`src/rtl/fp_decode_seq.sv`:
```
`default_nettype none
// ============================================================================
// Module      : fp_decode_seq
// Description : Instruction sequencer/decoder between the instruction memory
//               and the floating-point ALU. Fetches a 16-bit word, decodes
//               [15:12] opcode, [11:8] rd, [7:4] rs1, [3:0] rs2, issues ALU
//               ops with a start/done handshake, retires NOPs, stops on HALT.
// Revision    : 1.0 - initial release
// ----------------------------------------------------------------------------
// Parameters:
//   CNT_W         width of the retired-instruction counter
// Ports:
//   Clock         system clock, rising edge
//   Reset         synchronous, active-high (shared with instruction memory)
//   run           start pulse, sampled only in IDLE
//   instructWord  memory read data, valid the cycle after readEn
//   readEn        memory read strobe
//   writeEn       memory write strobe, tied 0
//   PC_Inc        memory PC advance strobe
//   alu_start     one-cycle issue pulse to the FP ALU
//   alu_op        ALU operation (opcode[2:0])
//   rd/rs1/rs2    register indices from IR
//   alu_done      ALU completion, honoured only in EXEC
//   wb_en         one-cycle register-file write enable for rd
//   busy          high in every state except IDLE and HALTED
//   halted        high in HALTED
//   illegal       sticky illegal-opcode trap flag
//   instr_count   retired instructions (ALU ops and NOPs), wraps
// Build option:
//   DECODE_ILLEGAL_TRAP_EN  when defined, undefined opcodes halt with
//                           illegal=1; otherwise they retire as NOP.
// ============================================================================
module fp_decode_seq #(
  parameter int CNT_W = 16
) (
  input  logic             Clock,
  input  logic             Reset,
  input  logic             run,
  input  logic [15:0]      instructWord,
  output logic             readEn,
  output logic             writeEn,
  output logic             PC_Inc,
  output logic             alu_start,
  output logic [2:0]       alu_op,
  output logic [3:0]       rd,
  output logic [3:0]       rs1,
  output logic [3:0]       rs2,
  input  logic             alu_done,
  output logic             wb_en,
  output logic             busy,
  output logic             halted,
  output logic             illegal,
  output logic [CNT_W-1:0] instr_count
);

  localparam logic [CNT_W-1:0] c_one = {{(CNT_W-1){1'b0}}, 1'b1};

  typedef enum logic [2:0] {
    S_IDLE   = 3'd0,
    S_FETCH  = 3'd1,
    S_DECODE = 3'd2,
    S_ISSUE  = 3'd3,
    S_EXEC   = 3'd4,
    S_HALTED = 3'd5
  } state_t;

  state_t           r_state;
  logic [15:0]      r_ir;
  logic             r_pc_inc;
  logic             r_wb_en;
  logic             r_illegal;
  logic [CNT_W-1:0] r_count;

  // Opcode classification of the word arriving in DECODE.
  logic [3:0] w_opcode;
  logic       w_is_alu;
  logic       w_is_nop;
  logic       w_is_halt;
  logic       w_is_undef;
  logic       w_retire_nop;
  logic       w_trap;
  logic       w_ir_unused;

  assign w_opcode   = instructWord[15:12];
  assign w_is_alu   = (w_opcode <= 4'd4);
  assign w_is_nop   = (w_opcode == 4'd5);
  assign w_is_halt  = (w_opcode == 4'd15);
  assign w_is_undef = !(w_is_alu || w_is_nop || w_is_halt);

`ifdef DECODE_ILLEGAL_TRAP_EN
  assign w_trap       = w_is_undef;
  assign w_retire_nop = w_is_nop;
`else
  assign w_trap       = 1'b0;
  assign w_retire_nop = w_is_nop | w_is_undef;
`endif

  // alu_op carries only opcode[2:0]; the top IR bit has no consumer.
  assign w_ir_unused = r_ir[15];

  // PC_Inc and wb_en are registered, so each pulse appears the cycle after
  // the decision (DECODE or the alu_done cycle of EXEC). For a NOP/undefined
  // word PC_Inc therefore coincides with the next readEn; the memory must
  // read at the advanced address when both strobes are high.
  always_ff @(posedge Clock) begin
    if (Reset) begin
      r_state   <= S_IDLE;
      r_ir      <= 16'h0000;
      r_pc_inc  <= 1'b0;
      r_wb_en   <= 1'b0;
      r_illegal <= 1'b0;
      r_count   <= '0;
    end else begin
      r_pc_inc <= 1'b0;
      r_wb_en  <= 1'b0;
      case (r_state)
        S_IDLE: begin
          if (run) r_state <= S_FETCH;
        end
        S_FETCH: begin
          r_state <= S_DECODE;
        end
        S_DECODE: begin
          r_ir <= instructWord;
          if (w_is_alu) begin
            r_pc_inc <= 1'b1;
            r_state  <= S_ISSUE;
          end else if (w_retire_nop) begin
            r_pc_inc <= 1'b1;
            r_count  <= r_count + c_one;
            r_state  <= S_FETCH;
          end else if (w_trap) begin
            r_illegal <= 1'b1;
            r_state   <= S_HALTED;
          end else begin
            // HALT: PC is left pointing at the HALT word.
            r_state <= S_HALTED;
          end
        end
        S_ISSUE: begin
          r_state <= S_EXEC;
        end
        S_EXEC: begin
          if (alu_done) begin
            r_wb_en <= 1'b1;
            r_count <= r_count + c_one;
            r_state <= S_FETCH;
          end
        end
        S_HALTED: begin
          r_state <= S_HALTED;
        end
        default: begin
          r_state <= S_IDLE;
        end
      endcase
    end
  end

  // Outputs are state decodes or flops only; no input reaches an output
  // combinationally.
  assign readEn      = (r_state == S_FETCH);
  assign writeEn     = 1'b0;
  assign PC_Inc      = r_pc_inc;
  assign alu_start   = (r_state == S_ISSUE);
  assign wb_en       = r_wb_en;
  assign busy        = (r_state == S_FETCH) || (r_state == S_DECODE) ||
                       (r_state == S_ISSUE) || (r_state == S_EXEC);
  assign halted      = (r_state == S_HALTED);
  assign illegal     = r_illegal;
  assign instr_count = r_count;
  assign alu_op      = r_ir[14:12];
  assign rd          = r_ir[11:8];
  assign rs1         = r_ir[7:4];
  assign rs2         = r_ir[3:0];

endmodule
`default_nettype wire

```
`config.mk`:
```
export PLATFORM = sky130hd
export DESIGN_NAME = fp_decode_seq
export DESIGN_NICKNAME = d
export VERILOG_FILES = /design/src/rtl/fp_decode_seq.sv
export SDC_FILE = /design/constraint.sdc
export NUM_CORES = 1
export LEC_CHECK = 0
export BUFFER_PORTS_ARGS = -buffer_cell sky130_fd_sc_hd__clkbuf_2
export CAP_MARGIN = 20
export CELL_PAD_IN_SITES_DETAIL_PLACEMENT = 1
export CELL_PAD_IN_SITES_GLOBAL_PLACEMENT = 2
export CORE_MARGIN = 2
export CORE_UTILIZATION = 25
export CTS_CLUSTER_SIZE = 25
export DETAILED_ROUTE_END_ITERATION = 10
export PLACE_DENSITY_LB_ADDON = 0.12
export SLEW_MARGIN = 25
export SYNTH_ARGS = -nofsm -noshare
export SYNTH_HDL_FRONTEND = slang
export SYNTH_SLANG_ARGS = --single-unit
```
`constraint.sdc`:
```
create_clock -name Clock -period 1.9 [get_ports Clock]
set_input_delay 0.19 -clock Clock [delete_from_list [all_inputs] [get_ports Clock]]
set_output_delay 0.19 -clock Clock [all_outputs]
set_load 0.05 [all_outputs]
```
==> results of run 1 <==
## sequential cells by signal (all words and copies together), names as in the netlist
name,flops
r_state,3
r_ir,15
PC_Inc,1
wb_en,1
instr_count,16
## cell type report
| class | count | share of cell area |
|---|---|---|
| Inverter | 5 | 0.008166 |
| Clock buffer | 5 | 0.02994 |
| Tap cell | 80 | 0.04355 |
| Sequential cell | 36 | 0.3157 |
| Timing Repair Buffer | 68 | 0.1666 |
| Clock inverter | 3 | 0.01851 |
| Multi-Input combinational cell | 157 | 0.4175 |
## power groups by stage
stage | Clock [mW] | Combinational [mW] | Sequential [mW]
after CTS | 0.726 | 0.328 | 0.803
after global routing | 0.758 | 0.353 | 0.808
final | 0.695 | 0.324 | 0.802
after detailed placement | 0 | 0.327 | 0.821
after floorplan | 0 | 0.150 | 0.903
after global placement | 0 | 0.327 | 0.820
## critical path, stage by stage (launching register included)
cell      delay, ps
dfxtp_1         310
or3b_1          410
a211o_4         400
a211oi_2        250
mux2_1          340
## per-layer routing
| layer | vias to the layer above | share of wire | track usage |
|---|---|---|---|
| met4 | 0 | 0.015 | 0.04196 |
| met3 | 7 | 0.061 | 0.04360 |
| met2 | 42 | 0.48 | 0.2190 |
| li1 | 850 | - | - |
| met5 | - | 0 | 0 |
| met1 | 789 | 0.45 | 0.1629 |
## timing repair
item	4_1_cts	5_1_grt
endpoints found under the setup margin	0	4
gates resized for setup	0	4
hold buffers	0	0
## logic make-up after synthesis
kind of cell / after synthesis / synth area share
simple gates: 98 / 0.2734
compound gates: 42 / 0.1496
fa+ha+maj: 1 / 0.007193
flops: 36 / 0.4144
other cells: 1 / 0.002156
xor+xnor: 2 / 0.01007
buf+inv: 22 / 0.06546
mux: 12 / 0.07770
## worst max path at each step
stage,start,endpoint,slack [ps],cells after the start
floorplan,r_state[0]$_SDFFE_PP0P_,instr_count[3]$_SDFFE_PP0P_,-20,7
global placement,r_state[0]$_SDFFE_PP0P_,instr_count[12]$_SDFFE_PP0P_,70,4
detailed placement,r_state[0]$_SDFFE_PP0P_,instr_count[15]$_SDFFE_PP0P_,20,4
CTS,r_state[0]$_SDFFE_PP0P_,instr_count[15]$_SDFFE_PP0P_,10,4
global route,r_state[1]$_SDFFE_PP0P_,instr_count[12]$_SDFFE_PP0P_,-3,4
finish,r_state[0]$_SDFFE_PP0P_,instr_count[14]$_SDFFE_PP0P_,90,4
## synth_stat cells, drive strengths merged, types with 2 or more instances
cell,n,area share
nor2,21,0.045
buf,6,0.031
nor3,5,0.014
nand2,35,0.076
nor2b,12,0.043
a21oi,26,0.077
xnor2,2,0.010
clkbuf,11,0.024
and2,2,0.0072
o21ai,4,0.012
nand3,6,0.017
o311ai,2,0.010
and3,3,0.011
a211oi,6,0.026
inv,5,0.011
dfxtp,36,0.41
and4,3,0.015
nand4,5,0.018
mux2,12,0.078
a211o,2,0.015
## through the flow
stage | utilization | cell area (um^2) | cells | setup slack, ps
after floorplan | - | 1778 | 215 | -20.71
after global placement | 0.3207 | 2167 | 346 | 74.37
after detailed placement | 0.3207 | 2167 | 346 | 24.63
after CTS | 0.3372 | 2278 | 354 | 14.79
after global routing | 0.3402 | 2298 | 354 | -2.751
final | 0.3402 | 2298 | 354 | 88.68
==> metrics, run 1 <==
DR iter-0 viols 32; initial antenna violation count 0; Die Wd 87.41 um; Final Setup Violations 0; Via Count 1,688; FP Rows 30; final WL 4814 um; status completed; Fill cells 833; Clock Pin Slew Worst Setup and Hold Paths 80 ps; final layout net count 294; CTS tree built; Post-route DRC 0; Port Buffers 56; Initial Util 0.2574; Congestion Overflow GR 0; hpwl dp 3443 um; share of cells above drive strength 1 0.3504; CTS root buf clkbuf_8; Comb pwr share 0.178; Worst-Margin Slew 662.4 ps; Synth async-reset ratio 0; GPL Wtd Cong 0.6930; commonest non-fill, non-tap cell in the layout clkbuf_2; cts bufs inserted 5; Clk pwr share 0.382; sequential power share 0.440; most frequent cells in the layout 56 x clkbuf_2, 35 x nand2_1, 32 x dfxtp_1; Startpoint Class flop; Design Power 1.821 mW; warning count from the yosys run 0; Pre-antenna DRT Iters 4; hold crit path type in -> reg; Critical Path End Type flop; Max FO, Critical Path 15; Leak 0.9667 nW; Peak Freq 552.1 MHz; multi-input logic area 959.7 um^2; Inserted Diodes 0; NetSw 556.0 uW; per-cell routed wire length 13.60 um; Worst Hold Launch instructWord[5]; Worst EP required 2080 ps; first-pass GRT wire length 7955 um; GR Util All Layers 0.1327; DIE HEIGHT 87.41 um; WP data arrival 2000 ps; sequential element share of the synthesized area 0.4144; FF-to-FF setup slack 90 ps; minimum clock period 1811 ps; Worst Setup Path Type reg -> reg; Post-synth EDFFs 0; Ports 59; Cell variety after synth 35; Area growth, synth to finish 32.16%; R2R Path Start r_state[0]$_SDFFE_PP0P_; worst rel slew slack 0.5584; Pwr Density 792.1 nW/um^2; Hold Path Depth 3; DR vias/cell 4.768; Die ar. 7640 um^2; Switching Share 0.3054; RSZ-0062 raised after global routing true; antenna-violating nets left 0; Final period util 0.9533; Syn Area/Cell 8.127 um^2; H-Tree Depth 2; Core Area 6756 um^2; worst r2r dst instr_count[14]$_SDFFE_PP0P_; Max IR drop VDD 0.0003212 V; Synth Flop Type dfxtp_1; synthesized instance count 214; Final Hold Vio Count 0; Mapped Area 1739 um^2; Worst Skew 4.728 ps; Bufs on Longest Clock Path 2; Setup TNS Final 0 ps; hold_ws 107.3 ps; max cap viols 0; CTS Sinks 36; Cell Int Power 1.265 mW; largest net degree at the start of global routing 35; clock latency on the worst-skew pair 290 ps; post-CTS setup buffer count 0; Synth Register Bits 36; Slew Limit Fails 0; Hold Path End r_ir[5]$_SDFFE_PP0N_; storage element area 725.7 um^2; vias in the first global route 1,684; cells on worst reg2reg path 4
(Power assumes the default switching activity.)
==> run 2, diff against run 1 <==
ABC_AREA = 1   (was not set)
CORE_UTILIZATION = 24   (was 25)
==> metrics, run 2 <==
post-synth top area cell dfxtp_1; Core Area 7292 um^2; FP Rows 31; share of cells above drive strength 1 0.2803; Congestion Overflow GR 0; RSZ-0062 raised after global routing false; Peak Freq 571.0 MHz; Port Buffers 56; cells on worst reg2reg path 7; Inserted Diodes 0; sequential element share of the synthesized area 0.3951; WP data arrival 1560 ps; commonest non-fill, non-tap cell in the layout clkbuf_2; Pwr Density 773.8 nW/um^2; top cell type's share of synthesized area 0.3951; Post-synth EDFFs 0; CTS tree built; Pre-antenna DRT Iters 4; Clock Pin Slew Worst Setup and Hold Paths 80 ps; Worst Hold Launch instructWord[10]; Design Power 1.774 mW; Mapped Area 1824 um^2; Critical Path End Type output port; FF-to-FF setup slack 270 ps; hpwl dp 3989 um; Syn Area/Cell 7.154 um^2; clock latency on the worst-skew pair 290 ps; final WL 5279 um; CTS Hold Buffers Added 0; synthesized instance count 255; R2R Path Start instr_count[0]$_SDFFE_PP0P_; Final Hold Vio Count 0; post-CTS setup buffer count 0; CTS Sinks 36; Final period util 0.9218; Via Count 1,781; largest net degree at the start of global routing 19; hold crit path type in -> reg; Bufs on Longest Clock Path 2; CTS resizes 0; max cap viols 0; Setup TNS Final 0 ps; Max IR drop VDD 0.0002892 V; Startpoint Class flop; critical-path cell list nor2_1 -> inv_1 -> nor2_2 -> inv_1 -> nand4_1 -> clkbuf_2; status completed; H-Tree Depth 2; number of flip-flops in the largest register 16; GR Util All Layers 0.1325; initial antenna violation count 0; Die Wd 91.19 um; DR vias/cell 4.312; Fill cells 973; CP peak stage delay 580 ps; Worst EP required 1710 ps; CTS root buf clkbuf_8; minimum clock period 1751 ps; GPL Wtd Cong 0.7894; final layout net count 334; most frequent cells in the layout 56 x clkbuf_2, 53 x nor2_1, 53 x nand2_1; Worst Skew 5.938 ps; most numerous cell in the Yosys netlist nor2_1; per-cell routed wire length 12.78 um; cts bufs inserted 5; worst r2r dst instr_count[12]$_SDFFE_PP0P_; Leak 0.9467 nW; Ports 59; Hold Path End r_ir[10]$_SDFFE_PP0N_; vias in the first global route 1,767; Die ar. 8315 um^2; Hold Path Depth 3; Cell variety after synth 31; Crit-path slowest cell dfxtp_1; top post-synthesis cells by count 55 x nor2_1, 53 x nand2_1, 36 x dfxtp_1; Final Setup Violations 0; top cells by area, synth dfxtp_1 40%, nor2_1 11%, nand2_1 11%; Worst-Margin Slew 578.6 ps; Synth Register Bits 36; most used cell, CP inv_1; Area growth, synth to finish 25.65%; DR iter-0 viols 46; Post-route DRC 0; Slew Limit Fails 0; Initial Util 0.2502; worst rel slew slack 0.6138; Synth async-reset ratio 0; Synth Flop Type dfxtp_1; DIE HEIGHT 91.19 um; Max FO, Critical Path 7; Worst Setup Path Type reg -> out; antenna-violating nets left 0; warning count from the yosys run 0; first-pass GRT wire length 8763 um
-- run 2: cell count changes after synthesis, moves of 12 or more --
cell | previous run | this run
nor2_1 | 21 | 55
nand2_1 | 35 | 53
o21ai_0 | 4 | 18
a21oi_1 | 25 | 12
nand3_1 | 6 | 18
nor2b_1 | 12 | 0
-- run 2: worst max-delay path by stage --
stage | slack (ps) | depth (start not counted) | end | start
2_1_floorplan | 70 | 7 | instr_count[12]$_SDFFE_PP0P_ | instr_count[0]$_SDFFE_PP0P_
3_3_place_gp | 340 | 5 | instr_count[0]$_SDFFE_PP0P_ | r_state[2]$_SDFFE_PP0P_
3_5_place_dp | 280 | 7 | instr_count[12]$_SDFFE_PP0P_ | instr_count[0]$_SDFFE_PP0P_
4_1_cts | 30 | 3 | busy | r_state[2]$_SDFFE_PP0P_
5_1_grt | 10 | 6 | busy | r_state[2]$_SDFFE_PP0P_
6_report | 150 | 6 | busy | r_state[2]$_SDFFE_PP0P_
-- run 2: metrics by stage --
step / cells / instance area, um^2 / hold WS (ps) / setup slack (ps) / utilization
CTS: 413 / 2287 / 139.4 / 27.21 / 0.3137
finish: 413 / 2292 / 144.9 / 148.6 / 0.3143
global placement: 405 / 2200 / 445.6 / 336.2 / 0.3016
global route: 413 / 2292 / 160.1 / 12.23 / 0.3143
detailed placement: 405 / 2200 / 451.1 / 284.4 / 0.3016
floorplan: 256 / 1833 / 332.8 / 65.73 / -
-- run 2: logic make-up after synthesis --
kind of cell	share of synthesized area
DFF	0.3951
xor gates and xnor gates	0.03841
buffers and inverters	0.06927
other	0.002056
and+or+nand+nor	0.3704
adders and majority gates	0.006858
AOI/OAI and AO/OA	0.1180
-- run 2: per-layer routing --
metal  routed length (um)  GRT usage
met1                 2770     0.1881
met4                   34    0.02652
met3                  198    0.03237
met2                 2275     0.2037
met5                    0          0
-- run 2: worst max-delay path, delay by kind of cell, from the launching register on --
family,cells,cell delay (ps)
flip-flops,1,580
buffers and inverters,3,440
AND/OR/NAND/NOR,3,260
-- run 2: cell type report --
cell class | instances | area, um^2 | area share
clock inverters | 3 | 18.77 | 0.008188
well taps | 99 | 123.9 | 0.05404
multi-input cells | 194 | 991.0 | 0.4323
clock buffers | 5 | 68.82 | 0.03002
flip-flops and latches | 36 | 720.7 | 0.3144
inverters | 17 | 66.31 | 0.02893
repair buffers | 59 | 302.8 | 0.1321
-- run 2: power by group --
group          total, mW  internal, mW  switching (mW)  leakage [nW]
clock              0.557         0.256           0.301        0.0479
combinational      0.396        0.0994           0.297         0.607
sequential         0.821         0.792          0.0284         0.292
